`src/rtl/run_sequencer.sv`:
```
// ---------------------------------------------------------------------------
// run_sequencer
//   Run-control state machine IDLE -> START -> RUNNING -> STOP with a fixed
//   start-up delay, a run length latched when a run is accepted, pause (hold),
//   abort and back-to-back restart out of STOP.
//
// Ports
//   CLK      in   clock, all state changes on the rising edge
//   RST      in   asynchronous active-low reset
//   go       in   start request, sampled only in IDLE and STOP
//   abort    in   cancel the current run (ignored in IDLE)
//   hold     in   pause RUNNING progress
//   run_len  in   run length in RUNNING cycles, latched on an accepted go
//   state    out  registered state, IDLE=0 START=1 RUNNING=2 STOP=3
//   count    out  RUNNING cycles completed in the current run
//   busy     out  state != IDLE
//   done     out  high exactly while state == STOP
//   aborted  out  one-cycle registered pulse after an abort is taken
//
// Handshake: go is a level request, not a valid/ready pair. It is accepted on
// any rising edge where the FSM is in IDLE (and abort is low) or in STOP; in
// every other state it is ignored, so a controller may simply hold go high to
// chain runs. done is the completion indication and lasts exactly one cycle.
// ---------------------------------------------------------------------------
module run_sequencer #(
  parameter int STATE_W      = 3,
  parameter int CNT_W        = 8,
  parameter int START_CYCLES = 2
) (
  input  logic               CLK,
  input  logic               RST,
  input  logic               go,
  input  logic               abort,
  input  logic               hold,
  input  logic [CNT_W-1:0]   run_len,
  output logic [STATE_W-1:0] state,
  output logic [CNT_W-1:0]   count,
  output logic               busy,
  output logic               done,
  output logic               aborted
);

  typedef enum logic [1:0] {
    S_IDLE    = 2'd0,
    S_START   = 2'd1,
    S_RUNNING = 2'd2,
    S_STOP    = 2'd3
  } state_t;

  // Start counter only needs to reach START_CYCLES-1.
  localparam int SC_W = (START_CYCLES > 1) ? $clog2(START_CYCLES) : 1;
  localparam logic [SC_W-1:0] START_LAST = SC_W'(START_CYCLES - 1);

  state_t           state_q, state_d;
  logic [CNT_W-1:0] count_q, count_d;
  logic [CNT_W-1:0] len_q, len_d;
  logic [SC_W-1:0]  start_cnt_q, start_cnt_d;
  logic             aborted_q, aborted_d;

  logic [CNT_W-1:0] count_inc;
  logic [1:0]       state_bits;

  // count never exceeds len-1 while RUNNING, so the increment cannot wrap.
  assign count_inc = count_q + CNT_W'(1);

  always_ff @(posedge CLK or negedge RST) begin
    if (!RST) begin
      state_q     <= S_IDLE;
      count_q     <= '0;
      len_q       <= '0;
      start_cnt_q <= '0;
      aborted_q   <= 1'b0;
    end else begin
      state_q     <= state_d;
      count_q     <= count_d;
      len_q       <= len_d;
      start_cnt_q <= start_cnt_d;
      aborted_q   <= aborted_d;
    end
  end

  always_comb begin
    state_d     = state_q;
    count_d     = count_q;
    len_d       = len_q;
    start_cnt_d = start_cnt_q;
    aborted_d   = 1'b0;

    // Abort outranks every transition; in IDLE it is a no-op and also masks go.
    if (abort && (state_q != S_IDLE)) begin
      state_d   = S_IDLE;
      count_d   = '0;
      aborted_d = 1'b1;
    end else begin
      case (state_q)
        S_IDLE: begin
          if (go && !abort) begin
            state_d     = S_START;
            len_d       = run_len;
            count_d     = '0;
            start_cnt_d = '0;
          end
        end
        S_START: begin
          // hold has no effect on the start-up delay.
          if (start_cnt_q == START_LAST) begin
            state_d = (len_q != '0) ? S_RUNNING : S_STOP;
          end else begin
            start_cnt_d = start_cnt_q + SC_W'(1);
          end
        end
        S_RUNNING: begin
          if (!hold) begin
            count_d = count_inc;
            if (count_inc == len_q) begin
              state_d = S_STOP;
            end
          end
        end
        S_STOP: begin
          if (go) begin
            state_d     = S_START;
            len_d       = run_len;
            count_d     = '0;
            start_cnt_d = '0;
          end else begin
            // count keeps the final value until the next run starts.
            state_d = S_IDLE;
          end
        end
        // Unreachable with a 2-bit encoding today; kept so a widened
        // encoding recovers to IDLE without a done/aborted pulse.
        default: state_d = S_IDLE;
      endcase
    end
  end

  assign state_bits = state_q;
  assign state      = STATE_W'(state_bits);
  assign count      = count_q;
  assign busy       = (state_q != S_IDLE);
  assign done       = (state_q == S_STOP);
  assign aborted    = aborted_q;

endmodule

```
`config.mk`:
```
export PLATFORM = sky130hd
export DESIGN_NAME = run_sequencer
export DESIGN_NICKNAME = d
export VERILOG_FILES = /design/src/rtl/run_sequencer.sv
export SDC_FILE = /design/constraint.sdc
export NUM_CORES = 1
export LEC_CHECK = 0
export ABC_AREA = 1
export ABC_CLOCK_PERIOD_IN_PS = 2550
export BUFFER_PORTS_ARGS = -buffer_cell sky130_fd_sc_hd__clkbuf_2
export CORE_MARGIN = 5
export CORE_UTILIZATION = 56
export CTS_BUF_LIST = sky130_fd_sc_hd__clkbuf_8
export DETAILED_ROUTE_END_ITERATION = 10
export HOLD_SLACK_MARGIN = 0.08
export PLACE_DENSITY = 0.81
export SYNTH_ARGS = -nofsm -noshare
export SYNTH_HDL_FRONTEND = slang
export SYNTH_SLANG_ARGS = --single-unit
```
`constraint.sdc`:
```
create_clock -name CLK -period 2.55 [get_ports CLK]
set_clock_uncertainty 0.15 [all_clocks]
set_input_delay 0.51 -clock CLK [delete_from_list [all_inputs] [get_ports CLK]]
set_output_delay 0.51 -clock CLK [all_outputs]
set_load 0.01 [all_outputs]
```
-- Word-level counts from Yosys, hierarchy flattened
Cells that the tools add are included.
- word-level logic and storage cells: 53
- input port bits: 13
- flip-flop bits (word level): 20
- output and inout bits: 14
- add/subtract/negate cells: 2
- bitwise logic cells: 1
- reduce and logical (&&, ||, !) cells: 13
- equality and inequality tests: 11
- multiplexer cells: 21
- operators by type and width (operator ; number):
    8-bit 2-to-1 mux ; 6
    8-bit case mux with 3 select lines ; 1
    8-bit case mux with 2 select lines ; 1
    4-bit AND reduction ; 4
    3-bit inequality test, second input constant ; 4
    2-bit 2-to-1 mux ; 5
    8-bit by 1-bit adder with 8-bit output, second input constant ; 1
    8-bit equality test ; 1
    2-bit case mux with 4 select lines ; 1
    8-bit nonzero test ; 1
    1-bit 2-to-1 mux ; 6
    2-bit equality test, second input constant ; 2
    2-bit inequality test, second input constant ; 2
    2-bit nonzero test ; 2
    4-bit nonzero test ; 1
    3-bit by 2-bit inequality test with 1-bit output, second input constant ; 1
    1-bit case mux with 3 select lines ; 1
    3-bit nonzero test ; 1
    2-bit by 1-bit equality test with 1-bit output, second input constant ; 1
    1-bit logical AND ; 2
    2-bit logical NOT ; 1
    1-bit adder, second input constant ; 1
    1-bit logical NOT ; 1
    1-bit inverter ; 1

-- Logic depth before layout (Yosys ltp)
Gate-level depths: netlist (run 1).
- depth after elaboration: 6
- gate-level depth with buffers: 14
- mapped depth without buffers: 14

-- Worst setup path after synthesis (run 1)
OpenSTA, ideal clock, no wires.
- kind: reg-to-reg
- from: reg state_q[0], in the netlist state_bits[0]
- to: reg len_q[3]
- period minus slack after synthesis: 1915 ps
- setup time: 125 ps
- setup slack: 635 ps
- path buffers: 1
- data arrival time: 1641 ps
- data required time: 2275 ps
- stages on the path, launching flop included: 6
- cell sequence: dfrtp_1 inv_1 ha_1 o211ai_1 buf_2 mux2_2
- cells in the longest elaborated chain, start to end: 4
- ends and longest elaborated chain (item ; RTL line ; text):
    start: declaration ; 54 ; state_t state_q, state_d;
    start signal: assignment ; 74 ; state_q <= state_d;
    branches (longest 4 deep; another with 4-bit AND reduction) ; -- ;
    end signal: assignment ; 76 ; len_q <= len_d;
    end: declaration ; 56 ; logic [CNT_W-1:0] len_q, len_d;
Several ways; the timed one is not identified.
A chain may end at the register's enable or synchronous reset.

-- Worst setup path in the final report (run 1)
- from: reg state_q[0], in the netlist state_bits[0]
- to: reg count_q[4], in the netlist count[4]
- cells in the longest elaborated chain, start to end: 4
- ends and longest elaborated chain (item ; RTL line ; text):
    2-bit nonzero test ; 90 ; if (abort && (state_q != S_IDLE)) begin
    1-bit logical AND ; 90 ;
    3-bit by 2-bit inequality test with 1-bit output (no line) (tied with other cells) ; -- ;
    4-bit AND reduction (no line) ; -- ;
    end signal: assignment ; 75 ; count_q <= count_d;
    end: declaration ; 55 ; logic [CNT_W-1:0] count_q, count_d;
Several ways; a longest one is shown, not always the timed one.

==> flow_summary.yaml, run 1 <==
critical_path:
  worstSetupPathType: "reg2reg"
  crit_chain: "inv_1 > ha_1 > nor2_4 > nor2_4 > nand2_1 > nand2_1 > nor2_4 > nand2_2 > inv_2 > nand3_1 > o21ai_1"
  r2r-end: "count[4]"
  crit_slowest_cell: "dfrtp_1"
  cp.arrival_ps: 2160
  r2r_slack_ps: 420
  end_kind: "register"
  start_kind: "register"
  cpPeakStageDelay_ps: 460
  critPathBufInv: 2
  r2r-start: "state_bits[0]"
  worstPathMaxFanout: 8
  critPathRequiredTime_ps: 2580
  crit_top_cell: "nor2_4"
  r2r_cells: 11
  critPathTopFamily: "simple AND/OR/NAND/NOR gates"
die:
  start_util_pct: 58.7
  core_mm2: 0.00221
  die_h_um: 58.2
  pin_count: 27
  die_x_um: 58.2
  dieArea_mm2: 0.00338
  rows: 17
yosys:
  synth_nets: 190
  synth.avg_cell_area_um2: 7.60
  synthSimpleGateAreaFrac_pct: 33.4
  synth_compound_gate_area_share_pct: 9.25
  ys_async_sr_fraction_pct: 100
  synth_edf_count: 0
  synth_top_family_by_area: "simple AND/OR/NAND/NOR gates"
  yosysTopAreaCell: "dfrtp_1"
  ys_types: 28
  synth_fa_ha_area_share_pct: 5.78
  yosys-mux-area-fraction_pct: 3.47
  ys.flop_type: "dfrtp_1"
  yosys_warnings: 0
  synth_area_leaders: "dfrtp_1, nand2_1, nand3_1, inv_1, ha_1"
  ys_seq_elements: 20
  synth-seq-area-share_pct: 38.5
  synthesis.area_mm2: 0.00130
  synth_xor_area_share_pct: 1.35
  syn_inst: 171
  synth.top_cell.area_share_pct: 38.5
cells_and_area:
  final_cell_mix: "nand2_1, clkbuf_2, inv_1, nand3_1, dfrtp_1"
  finalNetCount: 221
  drive_gt1_share_pct: 24.4
  area_growth_syn_to_layout_pct: 17.5
  n_antenna_cell: 0
  final_common_cell: "nand2_1"
  fin_cells: 229
  nFillCells: 199
placed_design:
  place_ws_ps: 469
  dp_hpwl_mm: 2.51
  numPortBuffers: 25
  dpl.cell_count: 224
  gp_congestion: 0.902
global_route:
  grt.total_usage_pct: 20.3
  overflow: 0
  met3_usage_pct: 3.12
  grt_pass1_wl_mm: 5.44
  grtUsageMet1_pct: 24.9
  grt_use_met2_pct: 36.1
  first_global_vias: 1266
  grt_max_degree: 21
  antenna_found_initial: 0
  grt-busiest-layer: "met2"
power:
  p_total_mw: 1.42
  internal_power_mw: 0.814
  p_comb_share_pct: 45.9
  clockPowerShare_pct: 17.0
  p_leak_nw: 0.777
  peakVddDrop_uv: 588
  p_sw_mw: 0.609
  power_frac_seq_pct: 37.2
  power_density_mw_per_mm2: 932
  swShare_pct: 42.8
min_path:
  worstHoldStart: "run_len[5]"
  worstHoldPathType: "in2reg"
  hold_depth: 2
  hold_end: "len_q[5]"
timing:
  fin_crit_sh_pct: 83.4
  period_needed_ps: 2130
  setup_viol: 0
  maxSlewViolCount: 0
  setup_ws_ps: 424
  rsz0062_at_grt: "no"
  max_freq_mhz: 470
  hold_viol_final: 0
  hold_ws_ps: 331
  tns_ps: 0
drt:
  drtPass1Iterations: 4
  finalWirelength_mm: 3.18
  vias_per_cell: 5.44
  postRouteAntennaNets: 0
  vias: 1246
  first_iter_violations: 71
  wl_per_cell_um: 13.9
  drc_errors: 0
run_status:
  status: "finished, final reports clean"
run:
  max_cap_violations: 0
clocking:
  post_cts_buffers: 0
  htreeDepth: 1
  clockBufferDepth: 2
  cts_buffers: 3
  cts_tree: "done"
  cts_resized: 0
  path_clk_slew_ps: 70
  clkLatencyLatePin_ps: 250
  cts_root_buffer: "clkbuf_8"
  numClockSinks: 20
## logic make-up after synthesis
group,after synthesis
and+or+nand+nor,91
buffers and inverters,26
AOI/OAI and AO/OA,21
DFF,20
adders and majority gates,6
muxes,4
xor gates and xnor gates,2
other,1
## routing by layer
| layer | wire length, um | up-vias |
|---|---|---|
| li1 | - | 619 |
| met1 | 1330 | 573 |
| met4 | 89 | 0 |
| met3 | 183 | 12 |
| met5 | 0 | - |
| met2 | 1570 | 42 |
## how the worst max path moves through the flow
stage	start	slack, ps	cells past startpoint	end
5_1_grt	state_bits[0]	210	11	count[6]
2_1_floorplan	state_bits[0]	630	5	len_q[3]
3_3_place_gp	state_bits[0]	620	11	count[7]
6_report	state_bits[0]	420	11	count[4]
4_1_cts	state_bits[0]	440	11	count[0]
3_5_place_dp	state_bits[0]	470	11	count[0]
## per-stage QoR
| stage | utilization, % | instance area (um^2) |
|---|---|---|
| 4_1_cts | 69.0 | 1530 |
| 3_5_place_dp | 66.1 | 1460 |
| 5_1_grt | 69.0 | 1530 |
| 6_report | 69.0 | 1530 |
| 2_1_floorplan | - | 1300 |
| 3_3_place_gp | 66.1 | 1460 |
## area by class of cell
type | instances | area [um^2] | area share (%)
tap | 28 | 35.0 | 2.30
multi-input combinational | 125 | 696 | 45.6
clock buffer | 4 | 55.1 | 3.61
sequential | 20 | 500 | 32.8
inverter | 24 | 90.1 | 5.90
timing repair buffer | 28 | 150 | 9.84
## timing repair
item	CTS	global route
endpoints found under the hold margin	20	0
setup endpoints to repair	0	0
hold buffers	1	0
## cell usage after synthesis (2+ instances only)
library cell  number
inv_1             22
nand2_1           36
nor2_4             4
dfrtp_1           20
nand2_2            5
o22ai_1            3
ha_1               6
nor2_1            15
o21ai_0            7
o211ai_1           2
inv_2              2
o21ai_1            2
nand4_1            3
nand3_1           22
nor3_1             2
nor2_2             2
mux2_2             4
a21oi_1            4
## sequential cells by signal, summed over array words and instances (netlist names)
register and cells:
aborted 1, state_bits 2, count 8, start_cnt_q 1, len_q 8
## power by group through the flow
| stage | Combinational, mW | Sequential [mW] | Clock (mW) |
|---|---|---|---|
| 2_1_floorplan | 0.469 | 0.513 | 0 |
| 3_3_place_gp | 0.621 | 0.525 | 0 |
| 3_5_place_dp | 0.641 | 0.532 | 0 |
| 4_1_cts | 0.654 | 0.529 | 0.242 |
| 5_1_grt | 0.733 | 0.545 | 0.258 |
| 6_report | 0.653 | 0.529 | 0.242 |
No activity file was read; power rests on OpenSTA's default activity.
==> run 2: changes to the inputs <==
Settings changed: ABC_CLOCK_PERIOD_IN_PS 2550 to 1900, CORE_UTILIZATION 56 to 51, PLACE_DENSITY 0.81 to 0.78.
Clock period 2.55 ns to 1.9 ns, I/O delays scaled along.
==> run 2 against run 1 <==
Cell count is 5.7% higher. Hold slack worse by 140 ps. Largest cell class unchanged. Sequential share of layout area down 3.5 points. Non-clock buffer count increased by 11. Critical endpoint is now state_bits[1].
==> flow_summary.yaml, run 2 (synthesized netlist as in run 1, its figures left out) <==
power:
  p_leak_nw: 0.852
  power_density_mw_per_mm2: 1340
  peakVddDrop_uv: 948
drt:
  vias: 1312
  finalWirelength_mm: 3.53
  drc_errors: 0
  drtPass1Iterations: 4
  vias_per_cell: 5.42
  wl_per_cell_um: 14.6
  postRouteAntennaNets: 0
  first_iter_violations: 52
clocking:
  htreeDepth: 1
  cts_tree: "done"
  path_clk_slew_ps: 80
  cts_buffers: 3
  clockBufferDepth: 2
  clkLatencyLatePin_ps: 260
  cts_root_buffer: "clkbuf_8"
  numClockSinks: 20
critical_path:
  cp.arrival_ps: 1870
  worstSetupPathType: "reg2reg"
  start_kind: "register"
  end_kind: "register"
  worstPathMaxFanout: 3
  critPathRequiredTime_ps: 1910
die:
  core_mm2: 0.00245
  start_util_pct: 52.9
  die_h_um: 60.5
  dieArea_mm2: 0.00366
  die_x_um: 60.5
  pin_count: 27
  rows: 18
global_route:
  grt_max_degree: 21
  antenna_found_initial: 0
  grt_pass1_wl_mm: 5.49
  grt.total_usage_pct: 20.1
  overflow: 0
  first_global_vias: 1300
timing:
  tightestPinTransition_ps: 542
  setup_viol: 0
  fin_crit_sh_pct: 97.9
  rsz0062_at_grt: "yes"
  maxSlewViolCount: 0
  period_needed_ps: 1860
  hold_viol_final: 0
  slew_headroom_pct: 63.9
  setup_ws_ps: 40.8
  max_freq_mhz: 538
placed_design:
  dpl.cell_count: 232
  numPortBuffers: 25
  place_ws_ps: -21.1
  gp_congestion: 0.823
  dpl_cell_area_mm2: 0.00151
  dp_hpwl_mm: 2.49
cells_and_area:
  area_growth_syn_to_layout_pct: 32.9
  postLayoutCellArea_mm2: 0.00173
  multi_input_area_um2: 783
  n_antenna_cell: 0
  nFillCells: 213
  final_common_cell: "nand2_1"
  final_cell_mix: "nand2_1, clkbuf_2, inv_1, nand3_1, dfrtp_1"
  fin_cells: 242
  final-seq-area_um2: 505
  finalNetCount: 232
  drive_gt1_share_pct: 40.1
run:
  max_cap_violations: 0
min_path:
  worstHoldPathType: "in2reg"
run_status:
  status: "finished, final reports clean"
run 2: changes by cell type in the layout (fill, tap and decap cells not counted), sizes merged:
cell    change
bufinv      +1
buf        +11
clkbuf      -1
run 2: final cells by class:
type,instances,area share (%)
Timing Repair Buffer,39,13.7
Clock inverter,1,1.74
Sequential cell,20,29.3
Tap cell,30,2.17
Inverter,24,5.36
Clock buffer,3,2.39
Multi-Input combinational cell,125,45.4
run 2: power by group:
part	internal, mW	switching, mW
clock	0.282	0.154
combinational	0.530	0.627
sequential	0.563	0.152
total	1.37	0.933
run 2: routing by layer:
layer | GRT usage, % | up-vias | share of wire (%)
met4 | 8.36 | 0 | 1.8
li1 | - | 641 | -
met1 | 23.5 | 618 | 38
met5 | 0 | - | 0
met3 | 3.83 | 9 | 7.0
met2 | 36.1 | 44 | 53
run 2: metrics by stage:
stage	hold WS [ps]	TNS, ps	total power, mW	util, %
6_report	190	0	2.31	70.3
5_1_grt	184	-227	2.46	70.3
4_1_cts	189	0	2.13	65.3
3_5_place_dp	230	-48.4	1.66	61.5
3_3_place_gp	220	-15.2	1.62	61.5
2_1_floorplan	-65.6	0	1.32	-
run 2: path summary, 6_finish.rpt:
check                       startpoint             to  slack [ps]  cells after the start
max reg2reg                   count[0]  state_bits[1]          40                     11
max                           count[0]  state_bits[1]          40                     11
min in group asynchronous          RST       len_q[3]         470                      2
min reg2reg                start_cnt_q    start_cnt_q         350                      2
max in group asynchronous          RST  state_bits[1]         740                      2
min                         run_len[5]       len_q[5]         190                      2
run 2: worst max-delay path, cell delays in order (launching register included):
cell and delay (ps):
dfrtp_2 450, ha_4 300, xnor2_2 110, nand2_1 90
nor2_2 110, nand2_2 60, nor2_2 110, nand3_1 90
nand2_2 110, nand2_2 70, nand2_2 70, nand2_1 40
run 2: timing repair:
item                       CTS  global route
pin swaps                    0            12
buffers inserted             1             4
setup endpoints to repair    3            10
gates resized for setup      2            28
hold buffers                 1             0
hold endpoints to repair    20             0
==> run 3: changes to the inputs <==
Settings changed: CTS_BUF_LIST sky130_fd_sc_hd__clkbuf_8 to sky130_fd_sc_hd__clkbuf_2.
==> run 3 against run 2 <==
Critical endpoint is now state_bits[0]. Via count is 2.5% higher. Global-route usage shrank 0.22 points. Hold slack got worse by 98 ps. Fmax fell by 2.8%. Total power about the same. Critical path depth rose by 1. Flip-flop and latch count did not move. The run now ends with negative setup slack left. Sequential power shrank 1%. Final area grew 0.43%. Combinational power rose by 9%. Clock-buffer cell count is the same.
==> flow_summary.yaml, run 3 (synthesized netlist as in run 1, its figures left out) <==
timing:
  tightestPinTransition_ps: 531
  fin_crit_sh_pct: 101
  period_needed_ps: 1910
  maxSlewViolCount: 0
  slew_headroom_pct: 64.6
  max_freq_mhz: 523
  hold_viol_final: 0
  setup_viol: 2
  tns_ps: -18.1
  rsz0062_at_grt: "yes"
  setup_ws_ps: -11.9
critical_path:
  r2r-end: "state_bits[0]"
  worstPathMaxFanout: 7
  cp.arrival_ps: 2040
  cp-startpoint: "count[0]"
  start_kind: "register"
  end_kind: "register"
  worstSetupPathType: "reg2reg"
  critPathRequiredTime_ps: 2020
  r2r_cells: 12
  r2r_slack_ps: -10
  r2r-start: "count[0]"
clocking:
  clkLatencyLatePin_ps: 340
  cts_buffers: 3
  path_clk_slew_ps: 230
  htreeDepth: 1
  cts_tree: "done"
  cts_root_buffer: "clkbuf_2"
  clockBufferDepth: 2
  numClockSinks: 20
power:
  peakVddDrop_uv: 976
  p_total_mw: 2.31
  power_density_mw_per_mm2: 1330
  p_leak_nw: 0.855
drt:
  first_iter_violations: 51
  drtPass1Iterations: 5
  drc_errors: 0
  vias_per_cell: 5.49
  postRouteAntennaNets: 0
  vias: 1345
  finalWirelength_mm: 3.58
  wl_per_cell_um: 14.6
min_path:
  hold_end: "len_q[6]"
  worstHoldStart: "run_len[6]"
  hold_depth: 3
  worstHoldPathType: "in2reg"
placed_design:
  dp_hpwl_mm: 2.49
  place_ws_ps: -21.1
  dpl.cell_count: 232
  numPortBuffers: 25
  gp_congestion: 0.823
global_route:
  grt.total_usage_pct: 19.9
  overflow: 0
  first_global_vias: 1279
  grt_pass1_wl_mm: 5.41
  antenna_found_initial: 0
  grt_max_degree: 21
die:
  core_mm2: 0.00245
  pin_count: 27
  die_x_um: 60.5
  start_util_pct: 52.9
  dieArea_mm2: 0.00366
  rows: 18
  die_h_um: 60.5
cells_and_area:
  utilization_pct: 70.6
  area_growth_syn_to_layout_pct: 33.5
  n_antenna_cell: 0
  final_cell_mix: "nand2_1, clkbuf_2, nand3_1, inv_1, dfrtp_1"
  fin_cells: 245
  final_common_cell: "nand2_1"
  drive_gt1_share_pct: 38.1
  finalNetCount: 235
run_status:
  status: "complete, but fails checks"
  violations: "negative setup slack"
run:
  max_cap_violations: 0
## run 3: cell types whose count changed in the layout (fill, tap and decap cells not counted), sizes merged
cell	previous run	this run
dlygate4sd3	1	2
buf	13	15
## run 3: worst max-delay path by stage
stage / to / slack, ps / cells past startpoint
5_1_grt: state_bits[0] / -110 / 12
3_5_place_dp: state_bits[1] / -20 / 12
4_1_cts: state_bits[0] / 10 / 12
6_report: state_bits[0] / -10 / 12
2_1_floorplan: count[6] / 2 / 11
3_3_place_gp: state_bits[1] / -9 / 12
## run 3: cell type report
type                       instances  area (um^2)
clock buffer                       3         15.0
timing repair buffer              42          265
tap                               30         37.5
multi-input combinational        125          791
fill                             207          721
inverter                          24         92.6
sequential                        20          503
clock inverter                     1         30.0
## run 3: layer usage
metal | up-vias | track usage, % | part of all wire (%)
met4 | 0 | 7.43 | 2.3
li1 | 652 | - | -
met1 | 631 | 23.3 | 39
met5 | - | 0 | 0
met3 | 14 | 3.62 | 5.2
met2 | 48 | 36.3 | 53
## run 3: per-stage QoR
| stage | instance area (um^2) | hold WS, ps |
|---|---|---|
| final | 1730 | 91.8 |
| after global routing | 1730 | 83.6 |
| after CTS | 1620 | 92.8 |
| after detailed placement | 1510 | 230 |
| after global placement | 1510 | 220 |
| after floorplan | 1300 | -65.6 |
## run 3: where the power goes
part	switching (mW)	leakage (nW)	total (mW)	internal, mW
sequential	0.147	0.250	0.706	0.559
combinational	0.686	0.578	1.27	0.586
clock	0.148	0.0266	0.329	0.182
## run 3: critical path, stage by stage, from the launching register on
cell and delay (ps):
dfrtp_1 470, buf_6 140, inv_1 80, nor2_4 210, nand3_2 120, nand3_1 120, nand2_1 60, nor2_1 100
nand3_1 110, nand2_2 110, nand2_2 60, nand2_1 60, nand2_1 50
## run 3: what timing repair did
action | CTS | global route
endpoints found under the setup margin | 5 | 11
setup buffers | 4 | 3
pin swaps | 1 | 15
gates cloned | 0 | 0
resized for setup | 3 | 25
hold endpoints to repair | 20 | 1
hold buffers | 1 | 1
